[config.mk]
export PLATFORM = sky130hd
export DESIGN_NAME = lod_rr_sched
export DESIGN_NICKNAME = d
export VERILOG_FILES = /design/src/rtl/lod_pkg.sv /design/src/rtl/lod_rr_sched_rr_pick.sv /design/src/rtl/lod_rr_sched.sv
export SDC_FILE = /design/constraint.sdc
export NUM_CORES = 1
export LEC_CHECK = 0
export CORE_MARGIN = 2
export CORE_UTILIZATION = 32
export DETAILED_ROUTE_END_ITERATION = 10
export PLACE_DENSITY = 0.72
export SKIP_CTS_REPAIR_TIMING = 1
export SLEW_MARGIN = 20
export SYNTH_ARGS = -nofsm -noshare
export SYNTH_HDL_FRONTEND = slang
export SYNTH_HIERARCHICAL = 1
export SYNTH_SLANG_ARGS = --single-unit
[constraint.sdc]
create_clock -name clk -period 5.1 [get_ports clk]
set_input_delay 0.765 -clock clk [delete_from_list [all_inputs] [get_ports clk]]
set_output_delay 0.765 -clock clk [all_outputs]
set_load 0.01 [all_outputs]
[src/rtl/lod_pkg.sv]
// Shared constants, output-stage state type and the leading-one encoder
// used by the single LOD datapath in lod_rr_sched.
package lod_pkg;

    localparam int LOD_W  = 12;
    localparam int LOD_CW = 4;

    typedef enum logic {
        EMPTY = 1'b0,
        FULL  = 1'b1
    } lod_out_st_t;

    // Returns {c, v}; an all-zero operand gives c=0, v=0, so only v separates it from 1.
    function automatic logic [LOD_CW:0] lod_enc(input logic [LOD_W-1:0] x);
        logic [LOD_CW-1:0] c;
        c = '0;
        for (int i = 0; i < LOD_W; i++) begin
            if (x[i]) c = LOD_CW'(i);
        end
        return {c, |x};
    endfunction

endpackage

[src/rtl/lod_rr_sched_rr_pick.sv]
// Combinational round-robin picker: first set request at or after ptr,
// found by scanning a doubled request vector so the wrap needs no modulo logic.
module rr_pick #(
    parameter int N   = 4,
    parameter int IDW = 2
) (
    input  logic [N-1:0]   req,
    input  logic [IDW-1:0] ptr,
    output logic [N-1:0]   gnt,
    output logic [IDW-1:0] idx
);

    logic [2*N-1:0] dbl;

    always_comb begin
        dbl = {req, req};
        gnt = '0;
        idx = '0;
        // Descending scan: the last hit kept is the lowest position inside the window.
        for (int j = 2*N-1; j >= 0; j--) begin
            if ((j >= int'(ptr)) && (j < int'(ptr) + N) && dbl[j]) begin
                gnt          = '0;
                gnt[j % N]   = 1'b1;
                idx          = IDW'(j % N);
            end
        end
    end

endmodule

[src/rtl/lod_rr_sched.sv]
// Round-robin front end sharing one leading-one detector between N_REQ
// requesters, with a single registered result stage that drains in pass-through.
//
// state | meaning
// EMPTY | result register holds nothing, any grant is accepted
// FULL  | result valid; held stable until rsp_ready, new grant only on that cycle
module lod_rr_sched
    import lod_pkg::*;
#(
    parameter int N_REQ = 4,
    parameter int W     = LOD_W,
    parameter int CW    = LOD_CW,
    parameter int IDW   = $clog2(N_REQ)
) (
    input  logic                 clk,
    input  logic                 rst,
    input  logic [N_REQ-1:0]     req_valid,
    input  logic [N_REQ*W-1:0]   req_data,
    output logic [N_REQ-1:0]     req_ready,
    output logic                 rsp_valid,
    input  logic                 rsp_ready,
    output logic [IDW-1:0]       rsp_id,
    output logic [CW-1:0]        rsp_c,
    output logic                 rsp_v
);

    lod_out_st_t     state_q, state_d;
    logic [IDW-1:0]  ptr_q, ptr_d;
    logic [IDW-1:0]  id_q, id_d;
    logic [CW-1:0]   c_q, c_d;
    logic            v_q, v_d;

    logic [N_REQ-1:0] gnt;
    logic [IDW-1:0]   gnt_idx;
    logic             can_accept;
    logic             accept;
    logic [W-1:0]     op;
    logic [LOD_CW:0]  enc;

    rr_pick #(.N(N_REQ), .IDW(IDW)) u_pick (
        .req (req_valid),
        .ptr (ptr_q),
        .gnt (gnt),
        .idx (gnt_idx)
    );

    assign can_accept = (state_q == EMPTY) | rsp_ready;
    assign req_ready  = (can_accept && !rst) ? gnt : '0;
    assign accept     = |req_ready;
    assign op         = req_data[int'(gnt_idx)*W +: W];
    assign enc        = lod_enc(LOD_W'(op));

    always_comb begin
        state_d = state_q;
        ptr_d   = ptr_q;
        id_d    = id_q;
        c_d     = c_q;
        v_d     = v_q;
        if (accept) begin
            state_d = FULL;
            id_d    = gnt_idx;
            c_d     = CW'(enc[LOD_CW:1]);
            v_d     = enc[0];
            ptr_d   = (gnt_idx == IDW'(N_REQ-1)) ? '0 : gnt_idx + 1'b1;
        end else if ((state_q == FULL) && rsp_ready) begin
            state_d = EMPTY;
        end
    end

    always_ff @(posedge clk or posedge rst) begin
        if (rst) begin
            state_q <= EMPTY;
            ptr_q   <= '0;
            id_q    <= '0;
            c_q     <= '0;
            v_q     <= 1'b0;
        end else begin
            state_q <= state_d;
            ptr_q   <= ptr_d;
            id_q    <= id_d;
            c_q     <= c_d;
            v_q     <= v_d;
        end
    end

    assign rsp_valid = (state_q == FULL);
    assign rsp_id    = id_q;
    assign rsp_c     = c_q;
    assign rsp_v     = v_q;

endmodule

# After elaboration in Yosys (flattened, before gate mapping)
# Index checks and enable logic that the tools add are counted.
# Widths: inputs -> output; s select.
[totals]
register_bits = 10
in_bits = 55
output_inout_bits = 12
wordCells = 71
[op_classes]
addsub = 2
multipliers = 1
order_cmp = 11
n_eq_ne = 1
shift = 1
n_mux = 31
bitwise_logic = 2
n_reduce_logical = 17
[op_table]
columns = ["op", "count"]
rows = [
  ["$lt 4x32->1 const A", 3],
  ["$mux 4", 17],
  ["$lt 3x32->1 const A", 2],
  ["$shiftx 48x7->12", 1],
  ["$lt 1x32->1 const A", 1],
  ["$lt 2x32->1 const A", 1],
  ["$mux 2", 11],
  ["$logic_and 1x1->1", 13],
  ["$reduce_or 12->1", 1],
  ["$add 2x3->4 const B", 1],
  ["$ge 1x2->1 const A", 2],
  ["$lt 3x4->1 const A", 1],
  ["$mul 2x2->4 const B", 1],
  ["$reduce_or 4->1", 1],
  ["$mux 1", 3],
  ["$add 2x1->2 const B", 1],
  ["$eq 2x2->1 const B", 1],
  ["$ge 2x2->1 const A", 1],
  ["$reduce_bool 2->1", 1],
  ["$logic_not 1->1", 1],
  ["$not 1->1", 1],
  ["$or 1x1->1", 1],
]

# Depth between registers and ports, before layout
[depth]
ltp_word = 24
mapped_depth = 11
depth_no_buf = 8

# By module
# The synthesis kept the hierarchy.
[by_module_without_submodules]
columns = ["module", "n_inst", "cells_each", "area_each_um2", "seq_area_each_um2"]
rows = [
  ["lod_rr_sched", 1, 75, 858.3, 250.2],
  ["rr_pick", 1, 31, 196.4, 0.0],
]

# Least setup slack after synthesis
# OpenSTA, ideal clock, no wires.
[synth_timing]
kind = "input-to-reg"
start = "input req_valid[2]"
end = "register v_q (netlist: rsp_v)"
setup_time_ps = 141
arrival_ps = 2791
t_required_ps = 4959
setup_slack_ps = 2168
path_stages = 10
path_buffers = 3
cell_sequence = "clkbuf_2 > mux2i_1 > nor2_1 > a311oi_1 > buf_6 > buf_12 > mux4_2 > or2_1 > nor3_2 > a41oi_1"
[synth_via]
elab_chain_cells = 11
word_cells_on_any_way = 21
cone_classes = "mul (1); shift (1); mux (15); reduce/logical (4)"
[synth_lines]
columns = ["element", "line", "rtl"]
rows = [
  ["from (decl)", "lod_rr_sched.sv:17", "input logic [N_REQ-1:0] req_valid,"],
  ["$logic_and 1x1->1", "lod_rr_sched_rr_pick.sv:21", "if ((j >= int'(ptr)) && (j < int'(ptr) + N) && dbl[j]) begin"],
  ["$mux 2 (4 in a row)", "lod_rr_sched_rr_pick.sv:21", ""],
  ["$mux 2 * (3 in a row)", "lod_rr_sched_rr_pick.sv:21", ""],
  ["via gnt_idx[0]", "lod_rr_sched.sv:34", "logic [IDW-1:0] gnt_idx;"],
  ["$mul 2x2->4 *", "lod_rr_sched.sv:50", "assign op = req_data[int'(gnt_idx)*W +: W];"],
  ["$shiftx 48x7->12 *", "lod_rr_sched.sv:50", ""],
  ["$reduce_or 12->1 *", "lod_pkg.sv:20", "return {c, |x};"],
  ["to (signal assigned)", "lod_rr_sched.sv:82", "v_q <= v_d;"],
  ["to (decl)", "lod_rr_sched.sv:31", "logic v_q, v_d;"],
]
# The timed path passes the listed nets; every way through them passes the cells marked *.
# A chain may end at the register's enable or synchronous reset.

# Worst setup path after layout
[layout_timing]
start = "input req_valid[0]"
end = "output req_ready[2]"
[layout_via]
elab_chain_cells = 7
word_cells_on_any_way = 8
cone_classes = "mux (6); reduce/logical (2)"
[layout_lines]
columns = ["element", "line", "rtl"]
rows = [
  ["$logic_and 1x1->1", "lod_rr_sched_rr_pick.sv:21", ""],
  ["$mux 4 (4 in a row)", "lod_rr_sched_rr_pick.sv:21", ""],
  ["$mux 4 *", "lod_rr_sched_rr_pick.sv:21", ""],
  ["via gnt[2]", "lod_rr_sched.sv:33", "logic [N_REQ-1:0] gnt;"],
  ["$mux 4 *", "lod_rr_sched.sv:48", "assign req_ready = (can_accept && !rst) ? gnt : '0;"],
  ["to (decl)", "lod_rr_sched.sv:19", "output logic [N_REQ-1:0] req_ready,"],
]
# Marks and branches as above.

==> results.py <==
metrics = {
    "cells_and_area": {
        "syn_to_final_growth_pct": 66.4,
        "final_cell_area_um2": 1760,
        "nets": 226,
        "drive_gt1_share_pct": 10.1,
        "n_antenna_cell": 0,
        "fill_cells": 287,
    },
    "timing": {
        "rsz0062_at_grt": "no",
        "hold_viol": 0,
        "tightest_slew_ns": 0.576,
        "skew_ns": 0.00354,
        "setup_viol": 0,
        "maxSlewViolCount": 0,
        "relSlewSlack_pct": 61.6,
        "hold_slack_ns": 0.485,
        "post-route-min-period_ns": 3.33,
        "fin_tns_setup_ns": 0,
        "fmax_ghz": 0.300,
        "fin_crit_sh_pct": 65.4,
    },
    "setup_path": {
        "crit_required_ns": 4.34,
        "r2r_start": "ptr_q[1]",
        "worst-r2r-cell-count": 9,
        "critPathArrivalTime_ns": 2.57,
        "max_stage_delay_ns": 0.56,
        "cp_top_family": "buffers and inverters",
        "r2r-end": "rsp_c[0]",
        "timing.critical_path.cells": "clkdlybuf4s50_1 -> nor2_1 -> o21bai_1 -> a21boi_0 -> and3_1 -> clkdlybuf4s50_1",
        "worst-setup-path-type": "input port to output pin",
        "cp_max_fo": 9,
        "crit_top_cell": "clkdlybuf4s50_1",
        "slowest_stage": "clkdlybuf4s50_1",
        "ff2ff_setup_slack_ns": 2.28,
        "endpoint_kind": "output pin",
        "start_kind": "input port",
        "path_buf_inv": 2,
    },
    "die": {
        "io_pins": 67,
        "die_height_um": 61.4,
        "start_util_pct": 34.0,
        "dieArea_um2": 3770,
        "rows": 20,
        "dieWidth_um": 61.4,
        "coreArea_um2": 3100,
    },
    "drt": {
        "drcViolationCount": 0,
        "wl_per_cell_um": 13.7,
        "final_antenna_net_count": 0,
        "viasPerCell": 5.09,
        "vias": 1084,
        "dr.first_iter.drc_count": 24,
        "dr.pass1.iters": 4,
        "totalWireLength_um": 2910,
    },
    "clock_tree": {
        "cts.reportedPaths.clkPinSlew_ns": 0.07,
        "cts_root_buf": "clkbuf_4",
        "cts_buffer_depth": 2,
        "cts_max_level": 1,
        "clock-sinks": 10,
        "clk_latency_ns": 0.27,
        "cts_made_buffers": 3,
        "cts_tree": "built",
    },
    "global_routing": {
        "grt_overflow_total": 0,
        "grt_max_degree": 17,
        "grt_first_pass_wirelength_um": 4970,
        "antenna_found_initial": 0,
        "track_usage_pct": 18.0,
        "grt_pass1_vias": 1152,
    },
    "power_and_ir_drop": {
        "p_leak_uw": 0.000704,
        "ir_worst_vdd_mv": 0.117,
        "power_uw": 591,
        "p_per_area_nw_per_um2": 336,
    },
    "synth": {
        "ys_ff_latch": 10,
        "syn_avg_cell_area_um2": 9.95,
        "synth_cells": 106,
        "postSynthNetCount": 162,
        "synth_area_um2": 1050,
        "yosys_warnings": 6,
        "synth_commonest_cells": "nand2_1 (13), dfrtp_1 (10), nor2_1 (10)",
        "synth-async-reset-ratio_pct": 100,
        "yosysSeqAreaShare_pct": 23.7,
        "synth_area_leaders": "dfrtp_1 (24%), mux4_1 (17%), mux4_2 (11%), nand2_1 (4.6%), a21oi_1 (3.8%)",
        "synth_top_area_share_pct": 23.7,
        "ys.flop_type": "dfrtp_1",
        "ys_types": 39,
        "synth_edf_count": 0,
        "yosysTopAreaCell": "dfrtp_1",
        "synth_most_common_cell": "nand2_1",
    },
    "worst_hold_path": {
        "whs_path_depth": 2,
        "worstHoldEndpoint": "rsp_id[1]",
        "worst_hold_startpoint": "rsp_id[1]",
        "hp-class": "register to register",
    },
    "status": {
        "outcome": "finished, final reports clean",
    },
    "flow_run": {
        "cap_violations": 0,
    },
    "placed_design": {
        "dp_hpwl_um": 2500,
        "placedInstanceArea_um2": 1720,
        "place.gp.congestion": 0.774,
        "portBuffers": 66,
    },
}
[how the worst max path moves through the flow]
| stage | end | cells after the start | from |
|---|---|---|---|
| after CTS | req_ready[2] | 6 | req_valid[0] |
| final | req_ready[2] | 6 | req_valid[0] |
| after detailed placement | rsp_c[0] | 10 | req_valid[0] |
| after global placement | rsp_c[0] | 10 | req_valid[0] |
| after floorplan | rsp_v | 10 | req_valid[2] |
| after global routing | rsp_c[0] | 10 | req_valid[0] |
[flip-flops by register name, summed over array words and instances (netlist names)]
name,count
rsp_c,4
ptr_q,2
rsp_id,2
rsp_valid,1
rsp_v,1
[per-layer routing]
| layer | vias to the layer above | share of wire (%) | GRT usage, % |
|---|---|---|---|
| li1 | 530 | - | - |
| met1 | 496 | 38 | 21.6 |
| met2 | 53 | 53 | 30.9 |
| met3 | 5 | 7.9 | 5.88 |
| met4 | 0 | 1.1 | 5.47 |
| met5 | - | 0 | 0 |
[where the power goes]
group / leakage [µW] / internal [µW] / switching (µW)
Combinational: 0.000569 / 212 / 166
Sequential: 0.000114 / 108 / 32.0
Clock: 0.0000210 / 43.4 / 28.7
[cell usage in the layout (no fill, tap or decap), drive strengths merged]
cell and n:
nor2b 2, or4 1, o21ai 4, a311oi 1, o221a 2, o211ai 1, nand2b 3, a41oi 1
nor3 2, ha 1, a22oi 1, nor2 11, mux2i 1, o2bb2ai 1, clkbuf 4, o21bai 1
nand3 1, a21boi 1, a211oi 1, and3 5, o2bb2a 1, buf 1, o31ai 2, mux4 12
clkdlybuf4s50 66, inv 5, nand2 13, a21oi 8, dfrtp 10, o21a 2, or2 3, and2b 1
[area by class of cell]
class | instances | area, µm² | share of cell area (%)
clock buffer | 4 | 36.3 | 2.07
inverter | 5 | 18.8 | 1.07
multi-input combinational | 83 | 727 | 41.4
sequential | 10 | 250 | 14.3
tap | 44 | 55.1 | 3.14
timing repair buffer | 67 | 668 | 38.1
[worst min-delay path, stage by stage (launching register included)]
cell and delay, ns:
dfrtp_1 0.35, nand2_1 0.05, nand2_1 0.05
[kinds of logic after synthesis]
family          share of synthesized area [%]
compound gates                           17.7
fa+ha+maj                                1.19
buf+inv                                  7.95
flops                                    23.7
mux                                      29.1
simple gates                             20.4
[per-stage QoR]
stage	util, %	cells	worst slack, ns
finish	56.6	213	1.77
global placement	55.4	209	1.68
global route	56.6	213	1.58
floorplan	-	106	2.17
detailed placement	55.4	209	1.54
CTS	56.6	213	1.78
Note: power is estimated with default switching activity, not from simulation.
